[src/rtl/circle_raster.sv]
// circle_raster: Bresenham circle rasteriser streaming clipped points or filled spans over valid/ready
// Ports: clk, n_rst (async active-low); start/abort control; fill/cx/cy/radius latched at start;
//        px_valid/px_ready handshake carrying px_x0..px_x1 on row px_y; busy while drawing, done pulse at end.
module circle_raster #(
  parameter int XW    = 10,
  parameter int YW    = 9,
  parameter int RW    = 10,
  parameter int SCR_W = 640,
  parameter int SCR_H = 480
) (
  input  logic          clk,
  input  logic          n_rst,
  input  logic          start,
  input  logic          abort,
  input  logic          fill,
  input  logic [XW-1:0] cx,
  input  logic [YW-1:0] cy,
  input  logic [RW-1:0] radius,
  output logic          px_valid,
  input  logic          px_ready,
  output logic [XW-1:0] px_x0,
  output logic [XW-1:0] px_x1,
  output logic [YW-1:0] px_y,
  output logic          busy,
  output logic          done
);
  localparam int MW = XW > YW ? (XW > RW ? XW : RW) : (YW > RW ? YW : RW);
  localparam int CW = MW + 2;
  localparam int DW = RW + 4;
  localparam logic [2:0] IDLE = 3'd0, CHECK = 3'd1, EMIT = 3'd2, UPDATE = 3'd3, FINISH = 3'd4;
  localparam logic signed [CW-1:0] SW  = CW'(SCR_W);
  localparam logic signed [CW-1:0] SWM = CW'(SCR_W - 1);
  localparam logic signed [CW-1:0] SH  = CW'(SCR_H);
  logic [2:0] state, k;
  logic fill_r;
  logic signed [CW-1:0] ccx, ccy, x, y, u, v, xl, xr, row, xlc, xrc;
  logic signed [DW-1:0] d;
  logic swap, xneg, yneg, clip, emit, last, dle;
  // Octant selection from k: swap exchanges x/y roles, xneg/yneg mirror about the centre.
  // Fill spans are always centre-symmetric in x, so only swap and the row sign matter.
  assign swap = k[0] ^ k[1];
  assign xneg = fill_r ? 1'b0 : k[1] ^ k[2];
  assign yneg = fill_r ? k[1] : k[2];
  assign u    = swap ? y : x;
  assign v    = swap ? x : y;
  assign xl   = (fill_r || xneg) ? ccx - u : ccx + u;
  assign xr   = (fill_r || !xneg) ? ccx + u : ccx - u;
  assign row  = yneg ? ccy - v : ccy + v;
  // A point is a degenerate span, so one clip test serves both modes.
  assign clip = xr[CW-1] || xl >= SW || row[CW-1] || row >= SH;
  assign xlc  = xl[CW-1] ? '0 : xl;
  assign xrc  = xr >= SW ? SWM : xr;
  assign emit = state == EMIT;
  assign last = k == (fill_r ? 3'd3 : 3'd7);
  assign dle  = d[DW-1] || d == '0;
  assign px_valid = emit && !clip && !abort;
  assign px_x0    = emit ? XW'(xlc) : '0;
  assign px_x1    = emit ? XW'(xrc) : '0;
  assign px_y     = emit ? YW'(row) : '0;
  assign busy     = state == CHECK || state == EMIT || state == UPDATE;
  assign done     = state == FINISH && !abort;
  always_ff @(posedge clk or negedge n_rst)
    if (!n_rst) begin
      state  <= IDLE;
      k      <= '0;
      fill_r <= 1'b0;
      ccx    <= '0;
      ccy    <= '0;
      x      <= '0;
      y      <= '0;
      d      <= '0;
    end else if (abort) state <= IDLE;
    else
      case (state)
        IDLE: if (start) begin
          fill_r <= fill;
          ccx    <= CW'(cx);
          ccy    <= CW'(cy);
          x      <= '0;
          y      <= CW'(radius);
          d      <= DW'(3) - (DW'(radius) <<< 1);
          k      <= '0;
          state  <= CHECK;
        end
        CHECK: begin
          k     <= '0;
          state <= (x <= y) ? EMIT : FINISH;
        end
        EMIT: if (clip || px_ready) begin
          k <= k + 3'd1;
          if (last) state <= UPDATE;
        end
        UPDATE: begin
          d     <= dle ? d + (DW'(x) <<< 2) + DW'(6) : d + ((DW'(x) - DW'(y)) <<< 2) + DW'(10);
          y     <= dle ? y : y - CW'(1);
          x     <= x + CW'(1);
          state <= CHECK;
        end
        default: state <= IDLE;
      endcase
endmodule

[config.mk]
export PLATFORM = sky130hd
export DESIGN_NAME = circle_raster
export DESIGN_NICKNAME = d
export VERILOG_FILES = /design/src/rtl/circle_raster.sv
export SDC_FILE = /design/constraint.sdc
export NUM_CORES = 1
export LEC_CHECK = 0
export BUFFER_PORTS_ARGS = -buffer_cell sky130_fd_sc_hd__buf_4
export CORE_UTILIZATION = 40
export CTS_CLUSTER_SIZE = 40
export DETAILED_ROUTE_END_ITERATION = 10
export GPL_ROUTABILITY_DRIVEN = 0
export HOLD_SLACK_MARGIN = 0.03
export PLACE_DENSITY = 0.68
export SETUP_SLACK_MARGIN = 0.05
export SYNTH_ARGS = -nofsm -noshare
export SYNTH_HDL_FRONTEND = slang
export SYNTH_SLANG_ARGS = --single-unit
[constraint.sdc]
create_clock -name clk -period 5.47 [get_ports clk]
set_input_delay 1.641 -clock clk [delete_from_list [all_inputs] [get_ports clk]]
set_output_delay 1.641 -clock clk [all_outputs]
set_load 0.05 [all_outputs]
## After elaboration in Yosys (flattened, before gate mapping)

Index checks and enable logic that the tools add are counted.

| storage, ports and cells | value |
|---|---|
| register bits | 64 |
| input port bits | 35 |
| output and inout port bits | 32 |
| logic and storage cells | 93 |

| cells by class | value |
|---|---|
| add/subtract/negate cells | 13 |
| order comparisons | 4 |
| equal/unequal tests | 11 |
| multiplexer cells | 30 |
| bitwise logic cells | 3 |
| reductions and logical operators | 24 |

Operators with widths:

| operator | number |
|---|---|
| two-way mux 12 bit | 8 |
| case mux 12 bit (2 select lines) | 2 |
| two-way mux 10 bit | 4 |
| adder 14 bit | 2 |
| two-way mux 14 bit | 2 |
| case mux 14 bit (2 select lines) | 1 |
| greater-or-equal comparator 12 x 11 -> 1 bit, second input constant | 2 |
| two-way mux 3 bit | 8 |
| adder 14 x 4 -> 14 bit, second input constant | 1 |
| adder 14 x 5 -> 14 bit, second input constant | 1 |
| zero test 14 bit | 1 |
| adder 10 x 12 -> 12 bit | 1 |
| adder 11 x 12 -> 12 bit | 1 |
| adder 12 x 2 -> 12 bit, second input constant | 1 |
| greater-or-equal comparator 12 x 10 -> 1 bit, second input constant | 1 |
| <= comparator 12 bit | 1 |
| case mux 3 bit (4 select lines) | 1 |
| subtractor 10 x 12 -> 12 bit | 1 |
| subtractor 11 x 12 -> 12 bit | 1 |
| subtractor 12 bit | 1 |
| subtractor 12 x 2 -> 12 bit, second input constant | 1 |
| subtractor 2 x 11 -> 12 bit, first input constant | 1 |
| logical OR 1 bit | 9 |
| two-way mux 9 bit | 1 |
| other kinds (20) | 32 |

## Longest topological paths before layout

| logic depth | value |
|---|---|
| depth after elaboration | 12 |
| mapped depth | 22 |
| gate-level depth less buffers | 19 |

## Least setup slack after synthesis

Ideal clock, no wire load.

| path | value |
|---|---|
| kind | reg-to-output |
| start | register k[1] |
| end | output port px_x0[4] |
| arrival | 5.006 ns |
| required time | 3.829 ns |
| slack | -1.177 ns |
| cell stages (with the launch flop) | 15 |
| buffers on the path | 3 |
| path through | dfrtp_1 > ha_1 > buf_4 > buf_2 > buf_1 > mux2_2 > ha_1 > a211oi_1 > o21ai_1 > a41oi_1 > a211oi_1 > o21ai_1 > xnor2_1 > nand2_1 > a211oi_1 |

| between the ends | value |
|---|---|
| cells in the longest elaborated chain, start to end | 6 |
| elaborated cells on any way between the ends | 10 |
| those cells by class | 2 x add/sub; 5 x mux; 2 x bitwise; 1 x reduce/logical |

Ends and longest elaborated chain:

| element | RTL line | text |
|---|---|---|
| from (decl) | 34 | `logic [2:0] state, k;` |
| from (signal assigned) | 90 | `k <= k + 3'd1;` |
| XOR 1 bit, on equally long branches | 41, 42 |  |
| two-way mux 12 bit / two-way mux 1 bit (equally long branches) | 44, 42 |  |
| adder 11 x 12 -> 12 bit (tied with other cells) | 46 | `assign xl = (fill_r \|\| xneg) ? ccx - u : ccx + u;` |
| two-way mux 12 bit (*) | 46 |  |
| two-way mux 10 bit (*) | 51 | `assign xlc = xl[CW-1] ? '0 : xl;` |
| two-way mux 10 bit (*) | 57 | `assign px_x0 = emit ? XW'(xlc) : '0;` |
| to (decl) | 21 | `output logic [XW-1:0] px_x0,` |

Mark *: on every way between the ends. The rest lies on a longest branch, timed or not.

## Worst setup path after layout

| path | value |
|---|---|
| start | register k[0] |
| end | output port px_valid |

| between the ends | value |
|---|---|
| cells in the longest elaborated chain, start to end | 11 |
| elaborated cells on any way between the ends | 18 |
| those cells by class | 4 x add/sub; 2 x order compare; 5 x mux; 1 x bitwise; 6 x reduce/logical |

Ends and longest elaborated chain:

| element | RTL line | text |
|---|---|---|
| XOR 1 bit (*) | 41 | `assign swap = k[0] ^ k[1];` |
| two-way mux 12 bit | 44 | `assign u = swap ? y : x;` |
| adder 11 x 12 -> 12 bit / subtractor 11 x 12 -> 12 bit (equally long branches) | 46, 47 |  |
| two-way mux 12 bit | 46 |  |
| greater-or-equal comparator 12 x 11 -> 1 bit | 50 | `assign clip = xr[CW-1] \|\| xl >= SW \|\| row[CW-1] \|\| row >= SH;` |
| logical OR 1 bit (2 in a row) | 50 |  |
| logical OR 1 bit (*) | 50 |  |
| zero test 1 bit (*) | 56 | `assign px_valid = emit && !clip && !abort;` |
| logical AND 1 bit (*) (2 in a row) | 56 |  |
| to (decl) | 19 | `output logic px_valid,` |

Marks and branches as above.

==> run metrics <==
Critical Path Max Stage Delay 410 ps; # Max-Cap Violations 0; register bit total from synthesis 64; result of the run finished, violations left; cts bufs inserted 9; CP delay by family, top compound AO/OA/AOI/OAI gates; WL per Instance ~17 um; worst r2r src x[0]; ys async rst share 100%; syn avg cell area ~8 um^2; worst hold path depth 1; fin nets 1164; dpl cells 1230; Mapped Area ~7500 um^2; failing checks design-rule violations, negative setup slack; Worst Tran Pin Value 867 ps; CP Capture Type primary output; synth warn 0; PnR worst setup slack -217 ps; Critical Path RT about 3800 ps; startpoint types flop; total core area about 18000 um^2; Post-DRT Antenna Nets 0; CP Max Fanout 7; root buffer cell clkbuf_16; cell count after synthesis between 900 and 1000; antenna violations before repair 0; most common cell after layout, fill and taps aside nand2_1; fin. max-slew vios 0; vias per cell 5.64; Clock Latency Late Sink between 300 and 400 ps; clk slew on worst S/H paths about 60 ps; Max Buffers Root-to-Sink 2; Syn-to-layout area delta 25.2%; pre-CTS WS -23.0 ps; largest net degree at the start of global routing 65; Worst Hold End d[0]; vias in the first global route about 6700; via total after detailed routing ~7000; CTS sink count 64; Max-slew headroom 42.2%; CTS Hold Bufs 0; Unique masters post-synth 72; reg2reg end d[13]; Pwr Density around 590 nW/um^2; clock power share a little under an eighth; Sw Share 49.3%; CP max stage cell dfrtp_1; Reg power frac 14.8%; die area approximately 19000 um^2; clk_skew 7.87 ps; worst min-delay path category flop to flop; io pins 67; total track usage around 22%; diode count 0; Final period util 104%; Pre-antenna DRT Iters 8; fraction of synthesized cell area taken by the top area cell type 21.5%; Area contributors post-synth dfrtp_1, ha_1, nand2_1, a21oi_1, xnor2_1; DRC 22; R2R cell count 19; CTS tree built; syn_nets around 1100; total congestion overflow 0; final wirelength ~22 mm; share of post-route cells with drive strength above 1 between 20% and 30%; Seq/Total Area, Yosys a little over a fifth; Yosys top cell by area dfrtp_1; main flop type after synthesis dfrtp_1; number of synthesized flops with an enable pin 0; Iter 0 DRT Violations between 300 and 400; Logic pwr share between 70 and 80%; switching pwr between 2 and 3 mW; Die W ~140 um; hpwl dp around 16 mm; most frequent cells in the layout nand2_1, buf_4, nor2_1, ha_1; H-tree depth 3; Crit Path Class flop to primary output; DIE HEIGHT between 100 and 150 um; Critical path buffers and inverters 2; final setup violation count 8; Layout Cells excl Fill 1264; final hold vios 0; Total Power approximately 5.5 mW; Final Critical Period between 5000 and 6000 ps; Arr. time, crit path between 4000 and 5000 ps; internal power ~2.8 mW; Std-Cell Rows just under 50; cell breakdown of the critical path ha_4 > mux2i_2 > ha_1 > o21a_1 > inv_1 > ha_1 > nor2b_1 > o31a_1 > o21a_1 > o22a_1 > a31o_2 > and4_4 > a211o_1 > nand4_1 > nor2_4 > buf_6; Max rail drop VDD approximately 0.26 mV; Leak Pwr ~4.2 nW; Peak Freq approximately 180 MHz; worst hold start d[0]; first-pass GRT wire length between 30 and 40 mm; Port Buffer Count 66; initial core utilization approximately two fifths; RSZ-0062 raised after global routing yes; reg-to-reg slack, setup roughly 1100 ps
[power groups by stage]
stage,clock network (mW),registers (mW),logic (mW)
floorplan,0,0.709,3.01
global placement,0,0.806,3.62
detailed placement,0,0.807,3.69
CTS,0.655,0.803,3.81
global route,0.673,0.832,4.44
finish,0.646,0.815,4.04
[layer usage]
| metal | GRT usage (%) | vias up | routed length (um) | share of wire, % |
|---|---|---|---|---|
| met5 | 0 | - | 0 | 0 |
| met4 | 9.11 | 0 | 748 | 3.5 |
| met3 | 2.80 | 45 | 808 | 3.7 |
| met2 | 37.5 | 192 | 10000 | 46 |
| met1 | 29.1 | 3382 | 10000 | 46 |
| li1 | - | 3516 | - | - |
[worst register-to-register path, cell delays in order, from the launching register on]
cell and delay, ps:
dfrtp_1 370, inv_1 140, buf_4 150, ha_1 130
inv_1 60, fa_1 400, a21o_1 170, a21oi_1 260
o22ai_1 150, nor2_1 170, xnor2_1 200, ha_1 290
ha_1 370, nand3_1 100, nand2_1 50, a41o_1 220
o41ai_1 470, xnor2_1 200, mux2i_1 210, o22a_1 170
[logic make-up after synthesis]
group,after synthesis,share of synthesized area (%)
buffers and inverters,95,5.08
xor gates and xnor gates,79,9.27
adders and majority gates,98,17.0
muxes,34,4.84
AOI/OAI and AO/OA,240,20.6
and+or+nand+nor,338,21.7
DFF,64,21.5
[state kept, by name, indices dropped and copies added, names as in the netlist]
register / flops
d: 14
x: 12
y: 12
ccx: 10
ccy: 9
k: 3
state: 3
fill_r: 1
[worst max-delay path by stage]
stage	to	cells after the start	slack, ps	startpoint
global placement	px_valid	14	-70	k[0]
CTS	px_valid	16	-190	k[0]
global route	px_valid	17	-370	k[1]
finish	px_valid	16	-220	k[0]
detailed placement	px_valid	14	-20	k[0]
floorplan	px_x1[7]	16	-100	k[1]
[per-stage QoR]
step | instance area (um^2) | setup TNS [ps] | utilization (%) | hold WS (ps)
after global routing | 9340 | -1640 | 51.5 | 507
after floorplan | 7750 | -407 | - | 435
after detailed placement | 8540 | -23.0 | 47.1 | 458
after CTS | 9010 | -1690 | 49.6 | 475
final | 9340 | -353 | 51.5 | 477
after global placement | 8540 | -70.3 | 47.1 | 450
[Yosys cell counts, types with 14 or more instances]
cell	count
a21oi_1	77
mux2i_1	22
clkbuf_1	27
dfrtp_1	64
nor2_1	90
nand2_1	115
ha_1	92
o21ai_0	50
xor2_1	36
nor2b_1	14
nor3_1	29
inv_1	56
nand3_1	20
xnor2_1	43
[area by class of cell]
class	count	area [um^2]
Clock buffer	12	256
Timing Repair Buffer	110	950
Multi-Input combinational cell	790	5970
Inverter	56	210
Clock inverter	3	65.1
Tap cell	229	287
Fill cell	1719	8800
Sequential cell	64	1600
[repair_timing]
action	CTS	global route
setup buffers	4	13
pin swaps	5	25
setup endpoints to repair	21	21
cloned	1	1
gates resized for setup	18	50
Note: power is estimated with default switching activity, not from simulation.
